File: src/rtl/counter_pkg.sv
// Shared definitions for the counter family.
//   MAX_WIDTH   : widest counter supported by the family
//   dir_e       : count direction (DIR_DOWN=0, DIR_UP=1)
//   term_value  : terminal count MOD_VALUE-1, masked to the counter width
package counter_pkg;

    localparam int MAX_WIDTH = 16;

    typedef enum logic {
        DIR_DOWN = 1'b0,
        DIR_UP   = 1'b1
    } dir_e;

    function automatic logic [MAX_WIDTH-1:0] term_value(input int width, input int mod_value);
        logic [MAX_WIDTH-1:0] mask;
        // At width == MAX_WIDTH the shift wraps to zero and the mask becomes all ones.
        mask = (MAX_WIDTH'(1) << width) - MAX_WIDTH'(1);
        return MAX_WIDTH'(mod_value - 1) & mask;
    endfunction

endpackage

File: src/rtl/ha_incrementer.sv
// Ripple incrementer built from a chain of half-adder cells.
// Ports:
//   a     : input operand
//   sum   : a + 1 (modulo 2**WIDTH)
//   carry : carry out of the last cell
module ha_cell (
    input  logic a,
    input  logic b,
    output logic sum,
    output logic carry
);
    assign sum   = a ^ b;
    assign carry = a & b;
endmodule

module ha_incrementer #(
    parameter int WIDTH = 4
) (
    input  logic [WIDTH-1:0] a,
    output logic [WIDTH-1:0] sum,
    output logic             carry
);
    logic [WIDTH:0] chain;

    // The constant one enters as the b input of cell 0.
    assign chain[0] = 1'b1;

    for (genvar i = 0; i < WIDTH; i++) begin : g_cell
        ha_cell u_cell (
            .a     (a[i]),
            .b     (chain[i]),
            .sum   (sum[i]),
            .carry (chain[i+1])
        );
    end

    assign carry = chain[WIDTH];
endmodule

File: src/rtl/ha_chain_counter.sv
// Parametrised modulo counter with a half-adder ripple increment path.
// Ports:
//   clk  : rising-edge clock
//   rst  : asynchronous active-high reset
//   clr  : synchronous clear (highest priority)
//   load : synchronous load of d, saturated to MOD_VALUE-1
//   d    : load value
//   en   : count enable
//   dir  : 1=up, 0=down (only when HA_CHAIN_COUNTER_DOWN_EN is defined)
//   q    : registered count
//   tc   : combinational terminal count, high when this edge wraps
//   wrap : registered pulse, high in the cycle after a wrap
// Build option: define HA_CHAIN_COUNTER_DOWN_EN to add the dir port and down counting.
module ha_chain_counter
    import counter_pkg::*;
#(
    parameter int WIDTH     = 4,
    parameter int MOD_VALUE = 16
) (
    input  logic             clk,
    input  logic             rst,
    input  logic             clr,
    input  logic             load,
    input  logic [WIDTH-1:0] d,
    input  logic             en,
`ifdef HA_CHAIN_COUNTER_DOWN_EN
    input  logic             dir,
`endif
    output logic [WIDTH-1:0] q,
    output logic             tc,
    output logic             wrap
);

    if (WIDTH < 1 || WIDTH > MAX_WIDTH) begin : g_bad_width
        $fatal(1, "ha_chain_counter: WIDTH %0d outside 1..%0d", WIDTH, MAX_WIDTH);
    end
    if (MOD_VALUE < 2 || MOD_VALUE > (1 << WIDTH)) begin : g_bad_mod
        $fatal(1, "ha_chain_counter: MOD_VALUE %0d outside 2..2**WIDTH", MOD_VALUE);
    end

    localparam logic [MAX_WIDTH-1:0] TERM_FULL = term_value(WIDTH, MOD_VALUE);
    localparam logic [WIDTH-1:0]     TERM      = TERM_FULL[WIDTH-1:0];

    logic             up;
    logic             at_term;
    logic [WIDTH-1:0] inc_a;
    logic [WIDTH-1:0] inc_sum;
    logic             carry_unused;
    logic [WIDTH-1:0] step_val;
    logic [WIDTH-1:0] wrap_val;
    logic [WIDTH-1:0] load_val;
    logic [WIDTH-1:0] q_next;
    logic             wrap_next;

`ifdef HA_CHAIN_COUNTER_DOWN_EN
    assign up = (dir_e'(dir) == DIR_UP);
`else
    assign up = 1'b1;
`endif

    // Down counting reuses the incrementer: q-1 == ~(~q + 1).
    assign inc_a    = up ? q : ~q;
    assign step_val = up ? inc_sum : ~inc_sum;
    assign at_term  = up ? (q == TERM) : (q == '0);
    assign wrap_val = up ? '0 : TERM;
    assign load_val = (d > TERM) ? TERM : d;

    ha_incrementer #(
        .WIDTH (WIDTH)
    ) u_inc (
        .a     (inc_a),
        .sum   (inc_sum),
        .carry (carry_unused)
    );

    // Wrap is decided by the modulus compare, never by the chain carry.
    always_comb begin
        q_next    = q;
        wrap_next = 1'b0;
        if (clr) begin
            q_next = '0;
        end else if (load) begin
            q_next = load_val;
        end else if (en) begin
            if (at_term) begin
                q_next    = wrap_val;
                wrap_next = 1'b1;
            end else begin
                q_next = step_val;
            end
        end
    end

    // Gated by rst so tc drops immediately even when q==0 is the down-mode terminal.
    assign tc = ~rst & en & ~clr & ~load & at_term;

    always_ff @(posedge clk or posedge rst) begin
        if (rst) begin
            q    <= '0;
            wrap <= 1'b0;
        end else begin
            q    <= q_next;
            wrap <= wrap_next;
        end
    end

endmodule

File: config.mk
export PLATFORM = sky130hd
export DESIGN_NAME = ha_chain_counter
export DESIGN_NICKNAME = d
export VERILOG_FILES = /design/src/rtl/counter_pkg.sv /design/src/rtl/ha_incrementer.sv /design/src/rtl/ha_chain_counter.sv
export SDC_FILE = /design/constraint.sdc
export NUM_CORES = 1
export LEC_CHECK = 0
export CORE_AREA = 2 2 39 41
export DETAILED_ROUTE_END_ITERATION = 8
export DIE_AREA = 0 0 41 43
export SLEW_MARGIN = 5
export SYNTH_ARGS = -nofsm -noshare
export SYNTH_HDL_FRONTEND = slang
export SYNTH_SLANG_ARGS = --single-unit
File: constraint.sdc
create_clock -name clk -period 3.5 [get_ports clk]
set_input_delay 0.875 -clock clk [delete_from_list [all_inputs] [get_ports clk]]
set_output_delay 0.875 -clock clk [all_outputs]
set_load 0.05 [all_outputs]
==> results of run 1 <==
stage by stage:
step | hold WS (ns) | utilization [%] | instances
after floorplan | 0.561 | - | 36
after global placement | 0.632 | 35.0 | 62
after detailed placement | 0.611 | 35.0 | 62
after CTS | 0.617 | 36.9 | 66
after global routing | 0.640 | 36.9 | 66
final | 0.610 | 36.9 | 66
sequential cells by signal, summed over array words and instances, names as in the netlist:
name and cells:
q 4, wrap 1
synth_stat cells (all sizes together):
| cell type | instances |
|---|---|
| dfrtp | 5 |
| nor3 | 2 |
| nor2 | 1 |
| ha | 2 |
| nand3b | 1 |
| nor4 | 1 |
| mux2 | 1 |
| mux2i | 1 |
| nand3 | 2 |
| nand2b | 1 |
| a21oi | 2 |
| a221oi | 2 |
| nor2b | 1 |
| a2111oi | 1 |
| a211oi | 1 |
| inv | 5 |
| and2b | 1 |
| buf | 5 |
| nand2 | 1 |
cell families (layout without fill, tap and decap cells):
kind of cell	count (synthesis)	after routing	share of synthesized area [%]
AND/OR/NAND/NOR	11	11	17.6
buffers and inverters	10	24	17.3
AO/OA/AOI/OAI	6	6	15.8
flip-flops	5	5	36.0
adder cells (fa/ha/maj)	2	2	7.19
multiplexers	2	2	6.11
layer usage:
metal  part of all wire (%)  wire length, um  global-route usage, %  vias to the layer above
li1                       -                -                      -                      151
met1                     44              310                   9.80                      137
met2                     45              317                   14.7                       11
met3                    7.4               52                   1.57                        2
met4                    3.4               24                   10.0                        0
met5                      0                0                      0                        -
layout make-up:
class                           count  area, um^2
Inverter                            5        18.8
Tap cell                           16        20.0
Sequential cell                     5         125
Clock buffer                        4        26.3
Fill cell                         150         873
Timing Repair Buffer               15         158
Multi-Input combinational cell     21         163
power by group:
group	switching [W]	internal (W)	total [W]
combinational	0.0000260	0.0000224	0.0000484
sequential	0.00000380	0.0000616	0.0000654
clock	0.0000203	0.0000429	0.0000632
total	0.0000501	0.000127	0.000177
worst min path at each step:
| stage | start | endpoint | cells after the start |
|---|---|---|---|
| 2_1_floorplan | q[0]$_DFFE_PP0P_ | q[0]$_DFFE_PP0P_ | 2 |
| 3_3_place_gp | q[0]$_DFFE_PP0P_ | q[0]$_DFFE_PP0P_ | 2 |
| 3_5_place_dp | q[0]$_DFFE_PP0P_ | q[0]$_DFFE_PP0P_ | 2 |
| 4_1_cts | q[0]$_DFFE_PP0P_ | q[0]$_DFFE_PP0P_ | 2 |
| 5_1_grt | q[0]$_DFFE_PP0P_ | q[0]$_DFFE_PP0P_ | 2 |
| 6_report | q[0]$_DFFE_PP0P_ | q[0]$_DFFE_PP0P_ | 2 |
critical path, delay by kind of cell:
kind | cells | cell delay [ns]
AND/OR/NAND/NOR | 2 | 0.58
buffers and inverters | 2 | 0.80
==> impl_metrics.sql, run 1 <==
INSERT INTO impl_metrics (metric_group, metric, value, unit) VALUES
('logic_synthesis', 'synthTopCellsByArea', 'sky130_fd_sc_hd__dfrtp_1 36%, sky130_fd_sc_hd__buf_4 8.6%, sky130_fd_sc_hd__ha_1 7.2%', ''),
('min_path', 'worstHoldPathType', 'reg2reg', ''),
('logic_synthesis', 'seq_area_frac_synth', '36.0', '%'),
('logic_synthesis', 'synth.cell_area', '348', 'um^2'),
('logic_synthesis', 'post-synth-top-area-cell', 'sky130_fd_sc_hd__dfrtp_1', ''),
('timing', 'max_freq', '319', 'MHz'),
('timing', 'report.final.slew_viol_count', '0', ''),
('flow_run', 'cap_violations', '0', ''),
('route', 'drc', '0', ''),
('power', 'power.total', '0.000177', 'W'),
('grt', 'largest_net_degree_at_the_start_of_global_routing', '8', ''),
('setup_path', 'worstReg2RegStart', 'q[1]$_DFFE_PP0P_', ''),
('setup_path', 'end_kind', 'output pin', ''),
('grt', 'global_route_wire_length_before_repair', '1.08', 'mm'),
('timing', 'hold_violations_final', '0', ''),
('timing', 'worst-slew-pin-transition', '0.563', 'ns'),
('cts', 'clockRootBuffer', 'sky130_fd_sc_hd__clkbuf_4', ''),
('floorplanning', 'core', '0.00138', 'mm^2'),
('grt', 'global_route.overflow_total', '0', ''),
('logic_synthesis', 'synth.top_cell.area_share', '36.0', '%'),
('cts', 'post_cts_buffers', '0', ''),
('timing', 'finalSetupViolations', '0', ''),
('grt', 'grt_pass1_vias', '293', ''),
('power', 'vdd.ir_drop.worst', '0.122', 'mV'),
('place', 'detailedPlace.worstSlack', '0.394', 'ns'),
('cts', 'clkSlewWorstSetupHoldPaths', '0.04', 'ns'),
('route', 'drtPass1Iterations', '2', ''),
('status', 'run_status', 'finished, final reports clean', ''),
('layout', 'area_growth_syn_to_layout', '46.8', '%'),
('timing', 'fin_crit', '3.13', 'ns'),
('setup_path', 'cp_data_arrival_time', '2.26', 'ns'),
('setup_path', 'cp-startpoint', 'en', ''),
('floorplanning', 'die_area', '0.00176', 'mm^2'),
('logic_synthesis', 'synth.lib_cells_used.distinct', '20', ''),
('cts', 'post_cts_resize_count', '0', ''),
('layout', 'final_cell_mix', '13 x sky130_fd_sc_hd__clkdlybuf4s50_1, 5 x sky130_fd_sc_hd__inv_1, 5 x sky130_fd_sc_hd__dfrtp_1, 3 x sky130_fd_sc_hd__clkbuf_4', ''),
('cts', 'cts_tree', 'yes', ''),
('logic_synthesis', 'synth.net_count', '47', ''),
('logic_synthesis', 'postSynthRegisterBits', '5', ''),
('setup_path', 'crit_slowest_cell', 'sky130_fd_sc_hd__clkdlybuf4s50_1', ''),
('logic_synthesis', 'yosysWarningCount', '0', ''),
('place', 'io_buffers', '14', ''),
('setup_path', 'critPathMaxFanout', '6', ''),
('grt', 'global_route.usage.total', '9.59', '%'),
('setup_path', 'worstRegToRegCells', '5', ''),
('setup_path', 'r2r_slack', '1.99', 'ns'),
('floorplanning', 'die_width', '41', 'um'),
('place', 'hpwlAfterDp', '586', 'um'),
('timing', 'finalCritPeriodShare', '89.5', '%'),
('floorplanning', 'initial_core_util', '25.1', '%'),
('layout', 'leading_cell_type_in_the_layout_fill_and_taps_excluded', 'sky130_fd_sc_hd__clkdlybuf4s50_1', ''),
('timing', 'clock-skew-final', '0.00156', 'ns'),
('timing', 'postLayoutSetupSlackWorst', '0.367', 'ns'),
('route', 'routed_wirelength_normalized_by_instance_count', '10.7', 'um'),
('route', 'avgViaCountPerCell', '4.56', ''),
('logic_synthesis', 'synthCells', '36', ''),
('logic_synthesis', 'synth.avg_cell_area', '9.66', 'um^2'),
('setup_path', 'timing.rr.end', 'q[3]$_DFFE_PP0P_', ''),
('timing', 'rsz0062_at_grt', 'false', ''),
('cts', 'cts-root-to-sink-buffers', '2', ''),
('layout', 'final_layout_size_suffix_gt1_share', '16.0', '%'),
('layout', 'antenna_cells_inserted', '0', ''),
('floorplanning', 'die_height', '43', 'um'),
('setup_path', 'start_kind', 'primary input', ''),
('layout', 'final_nets', '62', ''),
('route', 'wl', '705', 'um'),
('floorplanning', 'placementRows', '14', ''),
('cts', 'htree_levels', '1', ''),
('layout', 'post-route-cell-area', '510', 'um^2'),
('power', 'powerDensity', '347', 'mW/mm^2'),
('power', 'leakagePower', '0.229', 'nW');
Note: power is estimated with default switching activity, not from simulation.
==> run 2, diff against run 1 <==
--- a/config.mk
+++ b/config.mk
@@ -8,6 +8,7 @@
 export CORE_AREA = 2 2 39 41
 export DETAILED_ROUTE_END_ITERATION = 8
 export DIE_AREA = 0 0 41 43
+export RECOVER_POWER = 25
 export SLEW_MARGIN = 5
 export SYNTH_ARGS = -nofsm -noshare
 export SYNTH_HDL_FRONTEND = slang
==> impl_metrics.sql, run 2 (synthesis results as in run 1) <==
INSERT INTO impl_metrics (metric_group, metric, value, unit) VALUES
('floorplanning', 'initial_core_util', '25.1', '%'),
('cts', 'clockRootBuffer', 'sky130_fd_sc_hd__clkbuf_4', ''),
('place', 'hpwlAfterDp', '586', 'um'),
('layout', 'largest_register_ffs', '4', ''),
('setup_path', 'start_kind', 'primary input', ''),
('layout', 'area_growth_syn_to_layout', '46.8', '%'),
('grt', 'grt_pass1_vias', '293', ''),
('place', 'place_congestion', '0.664', ''),
('setup_path', 'cp_data_arrival_time', '2.26', 'ns'),
('power', 'leakagePower', '0.229', 'nW'),
('layout', 'top_register', 'q', ''),
('grt', 'grt_antenna_before_repair', '0', ''),
('route', 'drtPass1Iterations', '2', ''),
('setup_path', 'cp_cell_sequence', 'clkdlybuf4s50_1 -> nand2b_1 -> nor4_1 -> buf_12', ''),
('place', 'io_buffers', '14', ''),
('floorplanning', 'num_io_pins', '15', ''),
('timing', 'finalSetupViolations', '0', ''),
('setup_path', 'crit_slowest_cell', 'sky130_fd_sc_hd__clkdlybuf4s50_1', ''),
('timing', 'clock-skew-final', '0.00156', 'ns'),
('floorplanning', 'placementRows', '14', ''),
('route', 'initialDrtViolationCount', '2', ''),
('timing', 'finalCritPeriodShare', '89.5', '%'),
('place', 'detailedPlace.worstSlack', '0.394', 'ns'),
('setup_path', 'cp.required', '2.62', 'ns'),
('cts', 'cts_tree', 'yes', ''),
('power', 'vdd.ir_drop.worst', '0.122', 'mV'),
('layout', 'final_layout_size_suffix_gt1_share', '16.0', '%'),
('min_path', 'worstHoldPathType', 'reg2reg', ''),
('timing', 'max_freq', '319', 'MHz'),
('setup_path', 'worstPathBufferInverterCount', '2', ''),
('route', 'routed_wirelength_normalized_by_instance_count', '10.7', 'um'),
('route', 'detailroute.via_count', '301', ''),
('power', 'powerDensity', '346', 'mW/mm^2'),
('timing', 'report.final.slew_viol_count', '0', ''),
('timing', 'worst-slew-pin-transition', '0.563', 'ns'),
('layout', 'fillerInstances', '150', ''),
('route', 'avgViaCountPerCell', '4.56', ''),
('cts', 'cts-hold-fix-buffers', '0', ''),
('timing', 'hold_violations_final', '0', ''),
('setup_path', 'max_stage_delay', '0.59', 'ns'),
('timing', 'setup_tns', '0', 'ns'),
('setup_path', 'end_kind', 'output pin', ''),
('place', 'dp_cells', '62', ''),
('floorplanning', 'die_area', '0.00176', 'mm^2'),
('timing', 'fin_crit', '3.13', 'ns'),
('floorplanning', 'core', '0.00138', 'mm^2'),
('grt', 'largest_net_degree_at_the_start_of_global_routing', '8', ''),
('setup_path', 'critPathMaxFanout', '6', ''),
('setup_path', 'path_class', 'in2out', ''),
('floorplanning', 'die_width', '41', 'um'),
('layout', 'largest_registers', 'q (4), wrap (1)', ''),
('floorplanning', 'die_height', '43', 'um'),
('route', 'final_antenna_net_count', '0', ''),
('route', 'drc', '0', ''),
('grt', 'global_route_wire_length_before_repair', '1.08', 'mm'),
('cts', 'cts-root-to-sink-buffers', '2', ''),
('cts', 'htree_levels', '1', ''),
('cts', 'post_cts_resize_count', '0', ''),
('grt', 'global_route.overflow_total', '0', ''),
('cts', 'cts_buffers', '3', ''),
('layout', 'final_cell_mix', '12 x sky130_fd_sc_hd__clkdlybuf4s50_1, 5 x sky130_fd_sc_hd__inv_1, 5 x sky130_fd_sc_hd__dfrtp_1, 3 x sky130_fd_sc_hd__clkbuf_4', ''),
('cts', 'sink_count', '5', ''),
('layout', 'leading_cell_type_in_the_layout_fill_and_taps_excluded', 'sky130_fd_sc_hd__clkdlybuf4s50_1', ''),
('timing', 'postLayoutSetupSlackWorst', '0.367', 'ns'),
('route', 'wl', '704', 'um'),
('grt', 'global_route.usage.total', '9.59', '%'),
('timing', 'rsz0062_at_grt', 'false', ''),
('timing', 'worst_slew_margin_rel', '62.1', '%'),
('status', 'run_status', 'finished, final reports clean', ''),
('layout', 'final_nets', '62', ''),
('setup_path', 'cp_top_family', 'buffers and inverters', ''),
('cts', 'clkSlewWorstSetupHoldPaths', '0.04', 'ns'),
('flow_run', 'cap_violations', '0', ''),
('cts', 'clk-insertion-delay-late', '0.23', 'ns'),
('layout', 'antenna_cells_inserted', '0', ''),
('cts', 'post_cts_buffers', '0', ''),
('power', 'power.total', '0.000177', 'W'),
('layout', 'stdcell_count', '66', '');
## run 2: cell types whose count changed in the layout (fill, tap and decap cells not counted)
cell	before	now
sky130_fd_sc_hd__dlygate4sd3_1	0	1
sky130_fd_sc_hd__clkdlybuf4s50_1	13	12
## run 2: final timing paths
path	cells after the start	from	end	slack, ns
max in group asynchronous	2	rst	q[2]$_DFFE_PP0P_	2.33
hold reg to reg	2	q[0]$_DFFE_PP0P_	q[0]$_DFFE_PP0P_	0.61
setup reg to reg	5	q[1]$_DFFE_PP0P_	q[3]$_DFFE_PP0P_	1.99
min in group asynchronous	2	rst	q[1]$_DFFE_PP0P_	1.00
hold / removal	2	q[0]$_DFFE_PP0P_	q[0]$_DFFE_PP0P_	0.61
setup / recovery	4	en	tc	0.37
## run 2: final cells by class
cell class                 instances  area (um^2)  share of cell area [%]
timing repair buffer              15          158                    30.9
multi-input combinational         21          163                    31.9
clock buffer                       4         26.3                    5.15
tap                               16         20.0                    3.92
sequential                         5          125                    24.5
inverter                           5         18.8                    3.68
## run 2: stage by stage
| stage | hold slack [ns] | cell area [um^2] | utilization (%) |
|---|---|---|---|
| after floorplan | 0.561 | 348 | - |
| after global placement | 0.632 | 484 | 35.0 |
| after detailed placement | 0.611 | 484 | 35.0 |
| after CTS | 0.617 | 510 | 36.9 |
| after global routing | 0.640 | 510 | 36.9 |
| final | 0.610 | 510 | 36.9 |
## run 2: report_power, final
group / internal (W) / switching [W]
combinational: 0.0000222 / 0.0000260
sequential: 0.0000616 / 0.00000380
clock: 0.0000429 / 0.0000203
## run 2: layer usage
| layer | vias up | global-route usage (%) | wire, um |
|---|---|---|---|
| met2 | 11 | 14.7 | 317 |
| met5 | - | 0 | 0 |
| li1 | 151 | - | - |
| met3 | 2 | 1.57 | 52 |
| met4 | 0 | 10.0 | 24 |
| met1 | 137 | 9.80 | 310 |
## run 2: worst reg2reg max path: cells and delay by family, from the launching register on
family          cells  cell delay [ns]
flops               1             0.39
simple gates        1             0.20
compound gates      2             0.37
fa+ha+maj           2             0.42
==> run 3, diff against run 2 <==
--- a/config.mk
+++ b/config.mk
@@ -8,7 +8,8 @@
 export CORE_AREA = 2 2 39 41
 export DETAILED_ROUTE_END_ITERATION = 8
 export DIE_AREA = 0 0 41 43
-export RECOVER_POWER = 25
+export RECOVER_POWER = 100
+export SETUP_SLACK_MARGIN = 0.3
 export SLEW_MARGIN = 5
 export SYNTH_ARGS = -nofsm -noshare
 export SYNTH_HDL_FRONTEND = slang
==> impl_metrics.sql, run 3 (synthesis results as in run 1) <==
INSERT INTO impl_metrics (metric_group, metric, value, unit) VALUES
('status', 'run_status', 'finished, final reports clean', ''),
('power', 'powerDensity', '354', 'mW/mm^2'),
('timing', 'report.final.slew_viol_count', '0', ''),
('grt', 'global_route.usage.total', '10.2', '%'),
('power', 'leakagePower', '0.240', 'nW'),
('floorplanning', 'num_io_pins', '15', ''),
('cts', 'clockRootBuffer', 'sky130_fd_sc_hd__clkbuf_4', ''),
('grt', 'grt_antenna_before_repair', '0', ''),
('flow_run', 'cap_violations', '0', ''),
('setup_path', 'cp_data_arrival_time', '2.30', 'ns'),
('route', 'drt-met1-wl', '311', 'um'),
('cts', 'clkSlewWorstSetupHoldPaths', '0.05', 'ns'),
('route', 'met2_wl_post_dr', '350', 'um'),
('floorplanning', 'die_height', '43', 'um'),
('floorplanning', 'die_width', '41', 'um'),
('timing', 'hold_violations_final', '0', ''),
('route', 'drtPass1Iterations', '4', ''),
('setup_path', 'cp_cell_sequence', 'dlygate4sd3_1 -> nand2b_1 -> nor4_1 -> buf_12', ''),
('setup_path', 'max_stage_delay', '0.66', 'ns'),
('power', 'vdd.ir_drop.worst', '0.159', 'mV'),
('setup_path', 'path_class', 'in2out', ''),
('timing', 'max_freq', '315', 'MHz'),
('cts', 'post_cts_resize_count', '0', ''),
('route', 'wl', '723', 'um'),
('setup_path', 'cp.required', '2.62', 'ns'),
('setup_path', 'worstPathBufferInverterCount', '2', ''),
('route', 'detailroute.via_count', '307', ''),
('timing', 'clock-skew-final', '0.00841', 'ns'),
('route', 'final_antenna_net_count', '0', ''),
('timing', 'rsz0062_at_grt', 'false', ''),
('place', 'io_buffers', '14', ''),
('layout', 'largest_registers', 'q (4), wrap (1)', ''),
('cts', 'cts_tree', 'yes', ''),
('route', 'routed-wl-met3', '54', 'um'),
('layout', 'final_cell_mix', '7 x sky130_fd_sc_hd__dlygate4sd3_1, 6 x sky130_fd_sc_hd__clkdlybuf4s50_1, 5 x sky130_fd_sc_hd__inv_1, 5 x sky130_fd_sc_hd__dfrtp_1, 3 x sky130_fd_sc_hd__clkbuf_4', ''),
('layout', 'area_growth_syn_to_layout', '45.0', '%'),
('grt', 'largest_net_degree_at_the_start_of_global_routing', '8', ''),
('route', 'routed_wirelength_normalized_by_instance_count', '11.0', 'um'),
('floorplanning', 'core', '0.00138', 'mm^2'),
('floorplanning', 'die_area', '0.00176', 'mm^2'),
('setup_path', 'r2r_slack', '1.94', 'ns'),
('floorplanning', 'initial_core_util', '25.1', '%'),
('cts', 'post_cts_buffers', '0', ''),
('setup_path', 'cp_top_family', 'buffers and inverters', ''),
('grt', 'global_route.overflow_total', '0', ''),
('timing', 'finalSetupViolations', '0', ''),
('place', 'dp_cells', '62', ''),
('layout', 'final_layout_size_suffix_gt1_share', '14.0', '%'),
('grt', 'global_route_wire_length_before_repair', '1.17', 'mm'),
('timing', 'setup_tns', '0', 'ns'),
('layout', 'fillerInstances', '149', ''),
('min_path', 'worstHoldPathType', 'reg2reg', ''),
('cts', 'cts-hold-fix-buffers', '0', ''),
('place', 'place_congestion', '0.725', ''),
('layout', 'top_register', 'q', ''),
('layout', 'final_nets', '62', ''),
('route', 'initialDrtViolationCount', '14', ''),
('route', 'drc', '0', ''),
('layout', 'leading_cell_type_in_the_layout_fill_and_taps_excluded', 'sky130_fd_sc_hd__dlygate4sd3_1', ''),
('timing', 'worst-slew-pin-transition', '0.518', 'ns'),
('setup_path', 'critPathMaxFanout', '6', ''),
('setup_path', 'start_kind', 'primary input', ''),
('grt', 'grt_pass1_vias', '298', ''),
('timing', 'fin_crit', '3.18', 'ns'),
('layout', 'antenna_cells_inserted', '0', ''),
('cts', 'clk-insertion-delay-late', '0.24', 'ns'),
('cts', 'cts-root-to-sink-buffers', '2', ''),
('layout', 'stdcell_count', '66', ''),
('setup_path', 'end_kind', 'output pin', ''),
('cts', 'sink_count', '5', ''),
('layout', 'largest_register_ffs', '4', ''),
('timing', 'worst_slew_margin_rel', '65.1', '%'),
('cts', 'htree_levels', '1', ''),
('floorplanning', 'placementRows', '14', ''),
('setup_path', 'crit_slowest_cell', 'sky130_fd_sc_hd__dlygate4sd3_1', ''),
('route', 'avgViaCountPerCell', '4.65', ''),
('timing', 'finalCritPeriodShare', '90.7', '%'),
('route', 'max_layer_used', 'met4', ''),
('place', 'hpwlAfterDp', '584', 'um'),
('cts', 'cts_buffers', '3', '');
## run 3: cell types whose count changed in the layout (fill, tap and decap cells not counted), sizes merged
cell / before / now
clkdlybuf4s50: 12 / 6
dlygate4sd3: 1 / 7
## run 3: worst min-delay path, stage by stage (launching register included)
cell and delay, ns:
sky130_fd_sc_hd__dfrtp_1 0.37, sky130_fd_sc_hd__nand3b_1 0.12, sky130_fd_sc_hd__a221oi_1 0.07
## run 3: final timing paths
check / startpoint / end / cells after the start
worst min register to register: q[0]$_DFFE_PP0P_ / q[0]$_DFFE_PP0P_ / 2
max in group asynchronous: rst / wrap$_DFF_PP0_ / 2
worst max-delay path: en / tc / 4
min in group asynchronous: rst / q[3]$_DFFE_PP0P_ / 2
worst min-delay path: q[0]$_DFFE_PP0P_ / q[0]$_DFFE_PP0P_ / 2
worst max register to register: q[1]$_DFFE_PP0P_ / q[3]$_DFFE_PP0P_ / 5
## run 3: final cells by class
class | instances | area (um^2) | area share [%]
multi-input cells | 21 | 156 | 31.0
flip-flops and latches | 5 | 125 | 24.8
well taps | 16 | 20.0 | 3.97
repair buffers | 15 | 158 | 31.3
clock buffers | 4 | 26.3 | 5.21
inverters | 5 | 18.8 | 3.72
## run 3: report_power, final
part	total, W	internal (W)	switching (W)
logic	0.0000453	0.0000200	0.0000253
clock network	0.0000679	0.0000432	0.0000247
registers	0.0000651	0.0000615	0.00000358
## run 3: routing by layer
metal	vias up	GRT usage (%)
met5	-	0
li1	150	-
met4	0	6.00
met1	143	11.6
met2	12	14.7
met3	2	4.71
## run 3: per-stage QoR
stage | setup WS (ns) | instance area, um^2 | total power, W | hold slack, ns | util [%]
3_3_place_gp | 0.587 | 490 | 0.000115 | 0.619 | 35.4
3_5_place_dp | 0.559 | 490 | 0.000115 | 0.622 | 35.4
6_report | 0.324 | 504 | 0.000178 | 0.611 | 36.4
5_1_grt | 0.293 | 504 | 0.000189 | 0.643 | 36.4
2_1_floorplan | 0.591 | 354 | 0.0000995 | 0.561 | -
4_1_cts | 0.550 | 517 | 0.000184 | 0.625 | 37.3
